### config.mk
export PLATFORM = sky130hd
export DESIGN_NAME = qam_demapper
export DESIGN_NICKNAME = d
export VERILOG_FILES = /design/src/rtl/qam_pkg.sv /design/src/rtl/qam_slicer.sv /design/src/rtl/qam_demapper.sv
export SDC_FILE = /design/constraint.sdc
export NUM_CORES = 1
export LEC_CHECK = 0
export ABC_AREA = 1
export CORE_ASPECT_RATIO = 1.5
export CORE_UTILIZATION = 45
export DETAILED_ROUTE_END_ITERATION = 7
export DONT_BUFFER_PORTS = 1
export PLACE_DENSITY = 0.68
export SLEW_MARGIN = 20
export SYNTH_ARGS = -nofsm -noshare
export SYNTH_HDL_FRONTEND = slang
export SYNTH_HIERARCHICAL = 1
export SYNTH_SLANG_ARGS = --single-unit
### constraint.sdc
create_clock -name clk -period 2.2 [get_ports clk]
set_clock_uncertainty 0.2 [all_clocks]
set_input_delay 0.44 -clock clk [delete_from_list [all_inputs] [get_ports clk]]
set_output_delay 0.44 -clock clk [all_outputs]
set_load 0.01 [all_outputs]
### src/rtl/qam_pkg.sv
// Constants shared by the receive-side demapper and the transmit-side mapper:
// modulation selectors, Gray level codes, bits-per-symbol and serialiser states.
package qam_pkg;

  localparam logic MOD_QPSK  = 1'b0;
  localparam logic MOD_16QAM = 1'b1;

  // Gray codes for the levels -3A, -A, +A, +3A
  localparam logic [1:0] GRAY_M3 = 2'b00;
  localparam logic [1:0] GRAY_M1 = 2'b01;
  localparam logic [1:0] GRAY_P1 = 2'b11;
  localparam logic [1:0] GRAY_P3 = 2'b10;

  localparam logic [2:0] BPS_QPSK  = 3'd2;
  localparam logic [2:0] BPS_16QAM = 3'd4;

  typedef enum logic {
    SER_EMPTY  = 1'b0,
    SER_LOADED = 1'b1
  } ser_state_t;

  function automatic logic [2:0] bits_per_symbol(input logic mod_sel);
    return (mod_sel == MOD_16QAM) ? BPS_16QAM : BPS_QPSK;
  endfunction

endpackage

### src/rtl/qam_slicer.sv
// Per-axis hard slicer. QPSK returns the decided bit in code[1] (code[0]=0);
// 16-QAM returns the Gray code of the nearest level, saturating out-of-range input.
module qam_slicer
  import qam_pkg::*;
#(
  parameter int WIDTH = 32,
  parameter int LEVEL = 1048576
) (
  input  logic signed [WIDTH-1:0] value,
  input  logic                    mod_type,
  output logic [1:0]              code
);

  // Thresholds are held two bits wider than the sample so 2A never overflows
  localparam logic signed [WIDTH+1:0] LVL_X   = (WIDTH+2)'(LEVEL);
  localparam logic signed [WIDTH+1:0] THR_POS = {LVL_X[WIDTH:0], 1'b0};
  localparam logic signed [WIDTH+1:0] THR_NEG = -THR_POS;

  logic signed [WIDTH+1:0] value_x;
  logic                    nonneg;

  assign value_x = {{2{value[WIDTH-1]}}, value};
  assign nonneg  = ~value[WIDTH-1];

  always_comb begin
    code = GRAY_M3;
    if (mod_type == MOD_16QAM) begin
      if (value_x >= THR_POS)      code = GRAY_P3;
      else if (nonneg)             code = GRAY_P1;
      else if (value_x >= THR_NEG) code = GRAY_M1;
      else                         code = GRAY_M3;
    end else begin
      code = {nonneg, 1'b0};
    end
  end

endmodule

### src/rtl/qam_demapper.sv
// QPSK/16-QAM hard demapper with parallel output and a bit-tick driven
// serialiser; tracks overrun/underrun and counts accepted symbols.
//
// state      | meaning
// SER_EMPTY  | no unsent bits in the shifter (count = 0)
// SER_LOADED | 1..4 unsent bits pending, MSB of shifter is next out
module qam_demapper
  import qam_pkg::*;
#(
  parameter int WIDTH = 32,
  parameter int LEVEL = 1048576
) (
  input  logic                    clk,
  input  logic                    rst,
  input  logic                    mod_type,
  input  logic                    sym_valid,
  input  logic signed [WIDTH-1:0] symbol_i,
  input  logic signed [WIDTH-1:0] symbol_q,
  input  logic                    bit_tick,
  output logic [3:0]              par_out,
  output logic                    par_valid,
  output logic                    bit_out,
  output logic                    bit_valid,
  output logic                    overrun,
  output logic                    underrun,
  output logic [15:0]             sym_count
);

  logic [1:0] code_i, code_q;
  logic [3:0] group;
  logic [2:0] group_bits;

  qam_slicer #(.WIDTH(WIDTH), .LEVEL(LEVEL)) u_slice_i (
    .value    (symbol_i),
    .mod_type (mod_type),
    .code     (code_i)
  );

  qam_slicer #(.WIDTH(WIDTH), .LEVEL(LEVEL)) u_slice_q (
    .value    (symbol_q),
    .mod_type (mod_type),
    .code     (code_q)
  );

  assign group      = (mod_type == MOD_16QAM) ? {code_i, code_q}
                                              : {code_i[1], code_q[1], 2'b00};
  assign group_bits = bits_per_symbol(mod_type);

  ser_state_t state, state_nx;
  logic [3:0] shifter, shifter_nx, shift_mid;
  logic [2:0] count, count_nx, count_mid;
  logic       serve, overrun_hit, underrun_hit;

  // A tick is always served from the old contents before any same-cycle load
  always_comb begin
    serve        = bit_tick && (state == SER_LOADED);
    underrun_hit = bit_tick && (state == SER_EMPTY);
    shift_mid    = serve ? {shifter[2:0], 1'b0} : shifter;
    count_mid    = serve ? (count - 3'd1) : count;
    shifter_nx   = shift_mid;
    count_nx     = count_mid;
    overrun_hit  = 1'b0;
    if (sym_valid) begin
      shifter_nx  = group;
      count_nx    = group_bits;
      overrun_hit = (count_mid != 3'd0);
    end
    state_nx = (count_nx != 3'd0) ? SER_LOADED : SER_EMPTY;
  end

  always_ff @(posedge clk or posedge rst) begin
    if (rst) begin
      state   <= SER_EMPTY;
      shifter <= 4'd0;
      count   <= 3'd0;
    end else begin
      state   <= state_nx;
      shifter <= shifter_nx;
      count   <= count_nx;
    end
  end

  always_ff @(posedge clk or posedge rst) begin
    if (rst) begin
      par_out   <= 4'd0;
      par_valid <= 1'b0;
      bit_out   <= 1'b0;
      bit_valid <= 1'b0;
      overrun   <= 1'b0;
      underrun  <= 1'b0;
      sym_count <= 16'd0;
    end else begin
      par_valid <= sym_valid;
      bit_valid <= serve;
      if (sym_valid) begin
        par_out   <= group;
        sym_count <= sym_count + 16'd1;
      end
      if (serve)        bit_out  <= shifter[3];
      if (overrun_hit)  overrun  <= 1'b1;
      if (underrun_hit) underrun <= 1'b1;
    end
  end

endmodule
Word-level counts from Yosys, hierarchy flattened. Cells that the tools add are included.

Bits in registers: 33. Input port bits: 69. Logic and storage cells: 40.

Add/sub/neg operators: 2. Magnitude comparators: 4. Mux-type cells: 16. Bitwise logic cells: 3. Reduce and logical (&&, ||, !) cells: 5.

Operators with widths (count): greater-or-equal comparator 32 x 22 -> 1 bit (second input constant) (2); greater-or-equal comparator 32 x 23 -> 1 bit (second input constant) (2); adder 16 x 1 -> 16 bit (second input constant) (1); 2-to-1 mux 2 bit (6); 2-to-1 mux 3 bit (4); 2-to-1 mux 4 bit (2); nonzero test 3 bit (2); 2-to-1 mux 1 bit (4); inverter 1 bit (3); subtractor 3 x 1 -> 3 bit (second input constant) (1); logical AND 1 bit (2); nonzero test 2 bit (1).

Longest topological paths before layout. Gate-level depths: netlist of run 1.

Depth after elaboration: 7. Gate-level depth with buffers: 9. Mapped depth without buffers: 9.

Hierarchy. The synthesis of run 1 kept the hierarchy.

By module, submodules not included: qam_demapper (times used 1, cells each 178, area an instance 1540.2 um^2); qam_slicer (times used 2, cells each 22, area an instance 88.8 um^2).

Worst setup path before layout of run 1. OpenSTA, ideal clock, no wires.

Path kind: register to register. Start: register sym_count[0]. End: register sym_count[14]. Library setup time: 117 ps. Arrival: 1135 ps. Required time: 1883 ps. Path slack: 748 ps. Cell stages (with the launch flop): 7. Path buffers: 0. Period minus slack after synthesis: 1452 ps. Path through: dfrtp_1 > ha_1 > nand4_1 > nor2_2 > nand3_1 > nand2_1 > nand2_1.

Longest elaborated chain between the ends: 1.

RTL lines: from (decl) (RTL line qam_demapper.sv:26) `output logic [15:0] sym_count`; from (signal assigned) (RTL line qam_demapper.sv:97) `sym_count <= sym_count + 16'd1;`; adder 16 x 1 -> 16 bit (RTL line qam_demapper.sv:97).

Every way passes these cells. A chain may end at the register's enable or synchronous reset.

Worst setup path in the final report of run 1. Ends and elaborated chain as after synthesis.

==> results of run 1 <==
-- metrics by stage --
stage	instances	utilization [%]	hold WS (ns)
global placement	263	48.2	0.244
global route	272	51.1	0.0309
finish	272	51.1	0.0388
detailed placement	263	48.2	0.245
CTS	272	51.1	0.0287
floorplan	222	-	0.243
-- Yosys cell counts --
library cell	instances
nor2_1	25
nand2_1	68
o21ai_1	3
a21oi_1	2
xnor2_1	3
buf_4	2
nand3_1	14
inv_2	3
nand2_2	2
nand3b_1	1
nand4_1	4
inv_1	31
nor3_1	3
nor3_2	1
o22ai_1	2
dfrtp_1	33
nor2_2	5
buf_2	1
ha_1	2
nor2_4	1
xor2_1	8
o21ai_0	3
o21bai_1	3
a21o_1	1
o22a_1	1
-- final timing paths --
check                                       endpoint  cells past startpoint
setup / recovery           sym_count[14]$_DFFE_PP0P_                      6
hold / removal                    count[0]$_DFF_PP0_                      1
setup reg to reg           sym_count[14]$_DFFE_PP0P_                      6
hold reg to reg                 underrun$_DFFE_PP0P_                      1
max in group asynchronous            state$_DFF_PP0_                      3
min in group asynchronous  sym_count[15]$_DFFE_PP0P_                      3
-- flip-flops by register name, indices dropped and copies added (netlist names), 3 cells and up --
signal and flops:
count 3, par_out 4, shifter 4, sym_count 16
-- metal layers --
| metal | global-route usage (%) | wire (um) | vias up |
|---|---|---|---|
| li1 | - | - | 694 |
| met1 | 16.6 | 1250 | 620 |
| met2 | 32.2 | 1720 | 53 |
| met3 | 4.71 | 198 | 5 |
| met4 | 8.68 | 76 | 0 |
| met5 | 0 | 0 | - |
-- cell usage in the layout (no fill, tap or decap), drive strengths merged --
| cell | synthesis | routed |
|---|---|---|
| a21o | 1 | 1 |
| dfrtp | 33 | 33 |
| o21bai | 3 | 3 |
| nor2 | 31 | 31 |
| nand2 | 70 | 70 |
| nand3 | 14 | 14 |
| xnor2 | 3 | 3 |
| dlygate4sd3 | 0 | 2 |
| inv | 34 | 34 |
| nand3b | 1 | 1 |
| nand4 | 4 | 4 |
| nor3 | 4 | 4 |
| ha | 2 | 2 |
| buf | 3 | 1 |
| clkbuf | 0 | 7 |
| o22a | 1 | 1 |
| xor2 | 8 | 8 |
| a21oi | 2 | 2 |
| o21ai | 6 | 6 |
| o22ai | 2 | 2 |
-- what timing repair did --
| item | 4_1_cts | 5_1_grt |
|---|---|---|
| endpoints found under the hold margin | 34 | 0 |
| hold buffers | 2 | 0 |
| setup buffers | 0 | 0 |
| endpoints found under the setup margin | 0 | 0 |
-- cells by family (layout without fill, tap and decap cells) --
logic type	count (synthesis)	in the layout	synth area share, %
AO/OA/AOI/OAI	15	15	5.32
adder cells (fa/ha/maj)	2	2	1.46
buffers and inverters	37	44	8.59
flip-flops	33	33	48.1
XOR/XNOR	11	11	5.61
AND/OR/NAND/NOR	124	124	31.0
-- cell type report --
type	count	area, um^2
Timing Repair Buffer	3	27.5
Tap cell	43	53.8
Multi-Input combinational cell	152	744
Fill cell	382	1780
Inverter	34	128
Sequential cell	33	826
Clock buffer	7	86.3
-- power breakdown --
part | internal, W | total (W) | switching [W]
registers | 0.000698 | 0.000838 | 0.000141
logic | 0.000104 | 0.000252 | 0.000148
clock network | 0.000248 | 0.000444 | 0.000196
==> impl_metrics.tcl, run 1 <==
set metrics [dict create \
    power_w 0.00153 \
    grt_pass1_vias 1348 \
    vdd_drop_max_mv 0.425 \
    status "finished clean" \
    crit_slowest_cell "dfrtp_1" \
    wirelength_mm 3.24 \
    first_pass_iters 4 \
    max_freq_ghz 0.616 \
    place_hpwl_mm 2.47 \
    synth.avg_cell_area_um2 7.74 \
    fin_setup_tns_ns 0 \
    clk_pin_slew_ns 0.06 \
    drive_gt1_share_pct 8.30 \
    arrival_ns 1.59 \
    grt_pass1_wl_mm 5.35 \
    period_share_pct 73.7 \
    fin_nets 300 \
    min_from "sym_valid" \
    path_class "flip-flop to flip-flop" \
    dp_slack_ns 0.573 \
    hold_path.class "input port to flip-flop" \
    r2r-start "sym_count[0]$_DFFE_PP0P_" \
    syn-cell-area_um2 1720 \
    io_buffer_count 0 \
    critPathRequiredTime_ns 2.17 \
    slew_headroom_pct 72.6 \
    period_needed_ns 1.62 \
    cp_top_family "simple AND/OR/NAND/NOR gates" \
    cp_slowest_stage_delay_ns 0.48 \
    ys_ff_latch 33 \
    antenna_found_initial 0 \
    cts_root_buf "clkbuf_8" \
    slew_violations 0 \
    insertion_delay_ns 0.27 \
    clockBufferDepth 2 \
    grt_overflow 0 \
    cts_buffers 5 \
    grt_max_degree 34 \
    ctsHtreeMaxLevel 2 \
    synth_fp_nets 293 \
    r2r_slack_ns 0.58 \
    yosys_warnings 6 \
    setup_viol 0 \
    diodes 0 \
    post_dp_cell_area_um2 1760 \
    design_area_um2 1870 \
    power_density_nw_per_um2 822 \
    routed-via-count 1372 \
    place.gp.congestion 0.754 \
    start_kind "flip-flop" \
    cap_violations 0 \
    vias_per_cell 5.04 \
    startpoint "sym_count[0]$_DFFE_PP0P_" \
    cts.sink_count 33 \
    seq_area_frac_synth_pct 48.1 \
    p_leak_nw 0.965 \
    core_area_um2 3650 \
    drc 0 \
    start_util_pct 47.1 \
    yosys.area.top_type "dfrtp_1" \
    fin_ws_ns 0.578 \
    worstPathMaxFanout 4 \
    crit_buf_inv 0 \
    num_io_pins 94 \
    synth_top_area_share_pct 48.1 \
    cts-resized-gates 0 \
    yosysUniqueCellTypes 25 \
    dieArea_um2 4070 \
    area_delta_synth_final_pct 8.59 \
    grt_use_total_pct 17.4 \
    die_y_um 77.7 \
    dieWidth_um 52.5 \
    cp-end-kind "flip-flop" \
    cts_tree "built" \
    drt-initial-drc-count 21 \
    crit_chain "ha_1 -> nand4_1 -> nor2_2 -> nand3_1 -> nand2_1 -> nand2_1" \
    rows 27 \
    synth_area_leaders "dfrtp_1 48%, nand2_1 15%, inv_1 6.8%, nor2_1 5.5%, nand3_1 4.1%" \
    rsz0062_at_grt "false" \
    finalHoldViolations 0 \
    drtAntennaViolNets 0 \
    syn_inst 222 \
    crit_top_cell "nand2_1" \
    worstMarginPinSlew_ns 0.411 \
    post_drt_wl_per_cell_um 11.9 \
]
Power figures use the tool's default switching activity.
==> run 2: changes to the inputs <==
- clock period: 2.2 -> 1.55 ns (I/O delays scaled with it)
==> run 2 against run 1 <==
  * Sequential cell count stayed put
  * Wire length is 6.0% higher
  * Non-clock buffer count is 13 higher
  * First-iteration DRC count is 33% higher
  * Highest routed layer unchanged
==> impl_metrics.tcl, run 2 (synthesis gave the netlist of run 1 again) <==
set metrics [dict create \
    arrival_ns 0.96 \
    cts_root_buf "clkbuf_8" \
    start_util_pct 47.1 \
    die_y_um 77.7 \
    fin_ws_ns 0.0760 \
    cp-end-kind "output port" \
    num_io_pins 94 \
    drive_gt1_share_pct 13.2 \
    fin_nets 313 \
    grt_pass1_vias 1407 \
    crit_chain "buf_4 -> buf_4" \
    cts_tree "built" \
    vias_per_cell 4.99 \
    antenna_found_initial 0 \
    place.gp.congestion 0.768 \
    critPathRequiredTime_ns 1.04 \
    power_density_nw_per_um2 1190 \
    insertion_delay_ns 0.28 \
    drt-initial-drc-count 28 \
    clockBufferDepth 2 \
    rsz0062_at_grt "true" \
    cp_slowest_stage_delay_ns 0.40 \
    fin_setup_tns_ns 0 \
    dp_slack_ns 0.0695 \
    power_w 0.00236 \
    status "finished clean" \
    drtAntennaViolNets 0 \
    ctsHtreeMaxLevel 2 \
    dieArea_um2 4070 \
    dieWidth_um 52.5 \
    final_cell_mix "68 x nand2_1, 33 x dfrtp_1, 31 x inv_1" \
    post_drt_wl_per_cell_um 12.1 \
    path_depth 2 \
    grt_max_degree 34 \
    hold_path.class "input port to flip-flop" \
    top_register "sym_count" \
    place_hpwl_mm 2.48 \
    crit_buf_inv 2 \
    diodes 0 \
    slew_violations 0 \
    grt_overflow 0 \
    cts.sink_count 33 \
    crit_top_cell "buf_4" \
    grt_pass1_wl_mm 5.67 \
    wirelength_mm 3.44 \
    startpoint "sym_count[1]$_DFFE_PP0P_" \
    largest_registers "sym_count x16, par_out x4, shifter x4" \
    cts_buffers 5 \
    grt_use_total_pct 18.9 \
    slew_headroom_pct 72.2 \
    vdd_drop_max_mv 0.668 \
    path_class "flip-flop to output port" \
    cap_violations 0 \
    core_area_um2 3650 \
    final_common_cell "nand2_1" \
    p_leak_nw 1.02 \
    worstPathMaxFanout 3 \
    io_buffer_count 0 \
    routed-via-count 1422 \
    largest_reg_flops 16 \
    rows 27 \
    period_share_pct 95.1 \
    first_pass_iters 4 \
    regToRegEndpoint "sym_count[14]$_DFFE_PP0P_" \
    finalHoldViolations 0 \
    whs_path_depth 3 \
    period_needed_ns 1.47 \
    cp_top_family "flip-flops" \
    crit_slowest_cell "dfrtp_1" \
    clk_pin_slew_ns 0.06 \
    r2r_slack_ns 0.08 \
    area_delta_synth_final_pct 14.9 \
    num-fill-cells 347 \
    endpoint "sym_count[1]" \
    worstMarginPinSlew_ns 0.417 \
    r2r_cells 6 \
    hold_ws_ns 0.0209 \
    max_freq_ghz 0.678 \
    setup_viol 0 \
    drc 0 \
    r2r-start "sym_count[1]$_DFFE_PP0P_" \
    start_kind "flip-flop" \
]
## run 2: cell types whose count changed in the layout (fill, tap and decap cells not counted)
cell | previous run | this run
buf_4 | 1 | 12
nor2_2 | 5 | 6
ha_1 | 2 | 1
nor2_1 | 25 | 24
ha_2 | 0 | 1
dlygate4sd3_1 | 2 | 4
## run 2: worst min-delay path by stage
stage | to | from | slack [ns]
6_report | sym_count[2]$_DFFE_PP0P_ | sym_valid | 0.02
5_1_grt | sym_count[2]$_DFFE_PP0P_ | sym_valid | 0.03
4_1_cts | sym_count[2]$_DFFE_PP0P_ | sym_valid | 0.02
3_5_place_dp | sym_count[11]$_DFFE_PP0P_ | rst | 0.12
3_3_place_gp | sym_count[11]$_DFFE_PP0P_ | rst | 0.11
2_1_floorplan | par_valid$_DFF_PP0_ | sym_valid | 0.14
## run 2: report_power, final
part / switching, W / internal [W] / total, W
clock network: 0.000295 / 0.000352 / 0.000647
logic: 0.000331 / 0.000275 / 0.000606
registers: 0.000113 / 0.000991 / 0.00110
## run 2: what timing repair did
item                       4_1_cts  5_1_grt
setup endpoints to repair        0        4
buffers inserted                 0        2
hold endpoints to repair        41        0
gates resized for setup          0        2
hold buffers                     4        0
## run 2: metal layers
layer,GRT usage (%),up-vias,routed length [um]
li1,-,722,-
met1,18.6,642,1340
met2,33.4,49,1790
met3,5.10,9,209
met4,11.6,0,99
met5,0,-,0
## run 2: cell type report
class                      instances  area, um^2  share of cell area [%]
tap                               43        53.8                    2.73
multi-input combinational        152         749                    38.0
sequential                        33         826                    41.9
timing repair buffer              16         130                    6.59
clock buffer                       7        86.3                    4.38
inverter                          34         128                    6.47
## run 2: per-stage QoR
step	instance area (um^2)	utilization, %	instances
floorplan	1720	-	222
global placement	1830	50.1	272
detailed placement	1830	50.1	272
CTS	1950	53.5	283
global route	1970	54.1	285
finish	1970	54.1	285
## run 2: worst register-to-register path: cells and delay by family, from the launching register on
kind                     cells  cell delay, ns
AND/OR/NAND/NOR              5            0.57
adder cells (fa/ha/maj)      1            0.21
flip-flops                   1            0.38
==> run 3: changes to the inputs <==
- SYNTH_HIERARCHICAL: 1 -> not set
==> run 3 against run 2 <==
  * Area after synthesis shrank 4.9%
  * Via count fell by 7.5%
  * Wire length is 6.1% lower
  * Global-route usage is 1.6 points lower
  * Register-to-register slack worse by 0.02 ns
  * Critical endpoint is now sym_count[12]$_DFFE_PP0P_
==> impl_metrics.tcl, run 3 <==
set metrics [dict create \
    crit_slowest_cell "dfrtp_1" \
    status "finished clean" \
    yosys_warnings 0 \
    hold_path.class "input port to flip-flop" \
    cts_tree "built" \
    grt_pass1_vias 1223 \
    multi_input_area_um2 712 \
    clockBufferDepth 2 \
    die_y_um 75.8 \
    vias_per_cell 5.00 \
    synth_area_leaders "dfrtp_1 51%, nand2_1 11%, inv_1 6.4%, xor2_1 5.4%, nor2_1 4.1%" \
    place_hpwl_mm 2.28 \
    yosysUniqueCellTypes 26 \
    wirelength_mm 3.23 \
    dieArea_um2 3880 \
    worstMarginPinSlew_ns 0.424 \
    synth_fp_nets 262 \
    insertion_delay_ns 0.28 \
    cts_root_buf "clkbuf_8" \
    clk_pin_slew_ns 0.06 \
    worstPathMaxFanout 3 \
    cp_slowest_stage_delay_ns 0.38 \
    top_register "sym_count" \
    setup_viol 0 \
    intPower_w 0.00163 \
    syn-cell-area_um2 1630 \
    post_drt_wl_per_cell_um 12.3 \
    period_needed_ns 1.49 \
    period_share_pct 96.1 \
    drive_gt1_share_pct 19.0 \
    arrival_ns 1.45 \
    power_density_nw_per_um2 1220 \
    yosysMostFrequentCell "nand2_1" \
    grt_use_total_pct 17.3 \
    num-fill-cells 334 \
    final_cell_mix "45 x nand2_1, 32 x dfrtp_1, 28 x inv_1" \
    yosys.area.top_type "dfrtp_1" \
    utilization_pct 57.3 \
    synth_top_area_share_pct 50.5 \
    synth_edf_count 0 \
    vdd_drop_max_mv 0.823 \
    largest_registers "sym_count x16, par_out x4, shifter x4" \
    crit_chain "ha_1 -> nand2_2 -> inv_2 -> nand3_2 -> nor2_4 -> nand4_1 -> xnor2_1" \
    slew_violations 0 \
    routed-via-count 1315 \
    area_delta_synth_final_pct 20.9 \
    final_common_cell "nand2_1" \
    netSwitchingFraction_pct 32.4 \
    drc 0 \
    grt_pass1_wl_mm 4.90 \
    core_area_um2 3450 \
    grt_max_degree 34 \
    drtAntennaViolNets 0 \
    ctsHtreeMaxLevel 2 \
    antenna_found_initial 0 \
    slew_headroom_pct 71.7 \
    seq_area_frac_synth_pct 50.5 \
    seqPwrFrac_pct 46.0 \
    syn_inst 191 \
    critPathRequiredTime_ns 1.51 \
    drt-initial-drc-count 14 \
    post_dp_cell_area_um2 1790 \
    synth.top_cells.by_count "47 x nand2_1, 33 x dfrtp_1, 28 x inv_1" \
    rows 26 \
    ys_ff_latch 33 \
    path_class "flip-flop to flip-flop" \
    power_switching_w 0.000781 \
    first_pass_iters 4 \
    p_comb_share_pct 28.6 \
    cts_buffers 5 \
    async_reset_ff_share_pct 100 \
    grt_overflow 0 \
    finalHoldViolations 0 \
    synth.avg_cell_area_um2 8.56 \
    synthFlopType "dfrtp_1" \
    diodes 0 \
    cts.sink_count 33 \
    design_area_um2 1980 \
    hold_ws_ns 0.00397 \
    fin_setup_tns_ns 0 \
    largest_reg_flops 16 \
    dieWidth_um 51.2 \
    rsz0062_at_grt "true" \
    num_io_pins 94 \
    clkPwrFrac_pct 25.5 \
    cp-end-kind "flip-flop" \
    io_buffer_count 0 \
    start_util_pct 47.4 \
    p_leak_nw 1.03 \
    max_freq_ghz 0.671 \
    cap_violations 0 \
    fin_nets 291 \
    seq_area_um2 827 \
    place.gp.congestion 0.741 \
    start_kind "flip-flop" \
]
run 3: cell types whose count changed after synthesis, sizes merged, moves of 4 or more:
cell | before | now
nand2 | 70 | 50
nor2 | 31 | 23
inv | 34 | 29
nand4 | 4 | 8
run 3: final cells by class:
class	count	area share, %
multi-input combinational	127	36.0
inverter	30	5.70
sequential	33	41.9
tap	42	2.66
timing repair buffer	23	9.69
clock buffer	8	4.05
run 3: worst max-delay path, delay by kind of cell, from the launching register on:
family	cells	cell delay (ns)
xor+xnor	1	0.14
fa+ha+maj	1	0.17
buf+inv	1	0.09
flops	1	0.38
simple gates	4	0.39
run 3: what timing repair did:
action | 4_1_cts | 5_1_grt
endpoints found under the setup margin | 2 | 9
resized for setup | 1 | 9
endpoints found under the hold margin | 44 | 0
pin swaps | 0 | 8
buffers inserted | 0 | 3
hold buffers | 5 | 0
run 3: power by group through the flow:
| stage | registers, W | clock network [W] | logic, W |
|---|---|---|---|
| after detailed placement | 0.00112 | 0 | 0.000632 |
| after global placement | 0.00111 | 0 | 0.000619 |
| after floorplan | 0.00119 | 0 | 0.000303 |
| after CTS | 0.00110 | 0.000628 | 0.000655 |
| final | 0.00111 | 0.000614 | 0.000690 |
| after global routing | 0.00113 | 0.000661 | 0.000759 |
run 3: routing by layer:
| layer | GRT usage [%] | part of all wire (%) | up-vias |
|---|---|---|---|
| li1 | - | - | 657 |
| met1 | 17.8 | 38 | 602 |
| met2 | 31.4 | 53 | 50 |
| met3 | 5.79 | 6.7 | 6 |
| met4 | 8.02 | 1.7 | 0 |
| met5 | 0 | 0 | - |
run 3: metrics by stage:
stage	std cells	worst slack, ns	power (W)
6_report	263	0.0603	0.00241
5_1_grt	263	-0.0492	0.00255
4_1_cts	260	0.0152	0.00238
3_5_place_dp	247	0.0118	0.00175
3_3_place_gp	247	0.0548	0.00173
2_1_floorplan	191	0.0290	0.00149
run 3: kinds of logic after synthesis:
kind of cell	after synthesis	share of synthesized area [%]
flops	33	50.5
xor+xnor	15	8.04
fa+ha+maj	2	1.53
buf+inv	31	7.20
compound gates	13	4.98
simple gates	97	27.7
run 3: path summary, 6_finish.rpt:
| check | from | endpoint | slack, ns | cells past startpoint |
|---|---|---|---|---|
| hold / removal | sym_valid | shifter[0]$_DFFE_PP0P_ | 0.004 | 2 |
| hold reg to reg | shifter[0]$_DFFE_PP0P_ | shifter[0]$_DFFE_PP0P_ | 0.29 | 2 |
| setup / recovery | sym_count[0]$_DFFE_PP0P_ | sym_count[12]$_DFFE_PP0P_ | 0.06 | 7 |
| setup reg to reg | sym_count[0]$_DFFE_PP0P_ | sym_count[12]$_DFFE_PP0P_ | 0.06 | 7 |
| max in group asynchronous | rst | sym_count[2]$_DFFE_PP0P_ | 0.47 | 3 |
| min in group asynchronous | rst | count[2]$_DFF_PP0_ | 0.36 | 3 |
==> RTL edit: new RTL, settings of run 2 <==
Put one more register stage on the output `sym_count`, without a reset. The value now appears one clock later. The other outputs are not delayed to match.
--- a/src/rtl/qam_demapper.sv
+++ b/src/rtl/qam_demapper.sv
@@ -26,4 +26,6 @@
   output logic [15:0]             sym_count
 );
+
+  logic [15:0] sym_count_s0;
 
   logic [1:0] code_i, code_q;
@@ -89,5 +91,5 @@
       overrun   <= 1'b0;
       underrun  <= 1'b0;
-      sym_count <= 16'd0;
+      sym_count_s0 <= 16'd0;
     end else begin
       par_valid <= sym_valid;
@@ -95,5 +97,5 @@
       if (sym_valid) begin
         par_out   <= group;
-        sym_count <= sym_count + 16'd1;
+        sym_count_s0 <= sym_count_s0 + 16'd1;
       end
       if (serve)        bit_out  <= shifter[3];
@@ -103,3 +105,7 @@
   end
 
+  always_ff @(posedge clk) begin
+    sym_count <= sym_count_s0;
+  end
+
 endmodule
Formal check against the unedited RTL: not equivalent (a bounded check fails within 4 cycles, from zero or initial values and one cycle with rst high).
==> RTL edit against run 2 <==
- the run now ends with DRC left
- synthesized area up 20%
- cell count up 8.8%
- cell area up 17%
- total power up 25%
- setup slack better by 0.048 ns
- utilization down 0.50 points
- combinational power down 25%
- sequential cell count up 16
- routed wire length up 5.1%
- critical endpoint is now sym_count_s0[10]
- largest cell class unchanged
==> RTL edit: results (changes against run 2) <==
- Cell depth of the worst min-delay path: 2 (-1)
- Complex-gate fraction of the synthesized area: 0.0321 (-0.0210)
- Min setup slack post-route: 0.124 ns (+0.0479 ns)
- Routed met2 length: 1930 um (+7.8%)
- Total routed wire length on the met1 layer: 1410 um (+5.4%)
- Routability-driven placement congestion ratio: 0.809 (+5.4%)
- Root cell of the clock tree: sky130_fd_sc_hd__clkbuf_8
- Pre-CTS WS: 0.130 ns (+0.0601 ns)
- Total inserted antenna cells: 0 (unchanged)
- Routed len/inst: 11.7 um (-3.4%)
- Worst setup path endpoint: sym_count_s0[10]
- Global-route track usage on met2: 0.323 (-0.0112)
- Startpoint of the worst register-to-register path: sym_count_s0[0]
- Pre-Repair DR Iteration Count: 8 (+4)
- Met3 Track Usage GR: 0.0442 (-0.00677)
- Source of the worst hold timing path: bit_tick
- Cells after DPL: 296 (+8.8%)
- Iteration-0 DRC Markers: 140 (+400%)
- Routed wire length on met3: 183 um (-12%)
- Worst-Skew Late Latency: 0.30 ns (+0.02 ns)
- Violated checks: DRC
- Number of cells on the worst reg-to-reg path: 5 (-1)
- DRC: 10 (+10)
- Fraction of synthesized area in multiplexers: 0 (unchanged)
- Worst voltage drop across the vdd grid: 0.000354 V (-47%)
- Critical path's largest stage delay: 0.37 ns (-0.03 ns)
- Worst Tran Pin Value: 0.423 ns (+0.00557 ns)
- Share of synthesized area occupied by flip-flops and latches: 0.555 (+0.0745)
- Vias per std cell: 5.01 (+0.47%)
- End point of the most critical hold path: count[0]
- Leak Pwr: 0.00114 uW (+11%)
- Avg Inst Size Synth: 8.36 sq um (+8.0%)
- Async SR Flop Fraction: 0.673 (-0.327)
- Net count of the mapped netlist: 318 (+8.5%)
- Top area cells in the synthesized netlist: sky130_fd_sc_hd__dfrtp_1 (40%), sky130_fd_sc_hd__dfxtp_1 (16%), sky130_fd_sc_hd__nand2_1 (15%), sky130_fd_sc_hd__inv_1 (5.5%), sky130_fd_sc_hd__nor2_1 (5.5%)
- Peak fanout along the critical path: 4 (+1)
- Run status: finished, violations left
- Share of the synthesized netlist area taken by xor and xnor gates: 0.0382 (-0.0179)
- Wire length of the first global-routing pass: 6180 um (+9.0%)
- Number of vias after detailed routing: 1,554 (+9.3%)
- Ratio of cells with drive above 1 in the final layout: 0.0909 (-0.0413)
- Largest registers in the final layout: sym_count x16, sym_count_s0 x16
- Met1 Track Usage GR: 0.162 (-0.0239)
- Number of global-route vias before repair: 1,495 (+6.3%)
- Global-route total usage across every layer: 0.168 (-0.0218)
- Cell type group with the largest total delay on the critical path: simple AND/OR/NAND/NOR gates
- Clock slew at the register clock pins of the worst setup and hold paths: 0.08 ns (+0.02 ns)
-- RTL edit: cell type report --
type                    count  area, sq um
clock inverters             1         5.00
fillers                   393         2000
clock buffers               7         96.3
repair buffers             11          100
well taps                  46         57.6
inverters                  30          113
flip-flops and latches     49         1150
multi-input cells         166          796
-- RTL edit: stage by stage --
stage,hold WS [ns],area [sq um]
final,0.0200,2310
after global routing,0.0256,2310
after CTS,0.0129,2310
after detailed placement,0.127,2150
after global placement,0.119,2150
after floorplan,0.141,2060
-- RTL edit: report_power, final --
group | switching, uW | internal, uW | total (uW) | leakage (uW)
Combinational | 258 | 199 | 457 | 0.000551
Sequential | 198 | 1490 | 1690 | 0.000536
Clock | 390 | 403 | 793 | 0.0000542
Total | 846 | 2090 | 2940 | 0.00114
-- RTL edit: timing repair --
action                                  4_1_cts  5_1_grt
hold buffers                                  6        0
resized for setup                             0        2
endpoints found under the hold margin        44        0
endpoints found under the setup margin        0        4
setup buffers                                 0        0
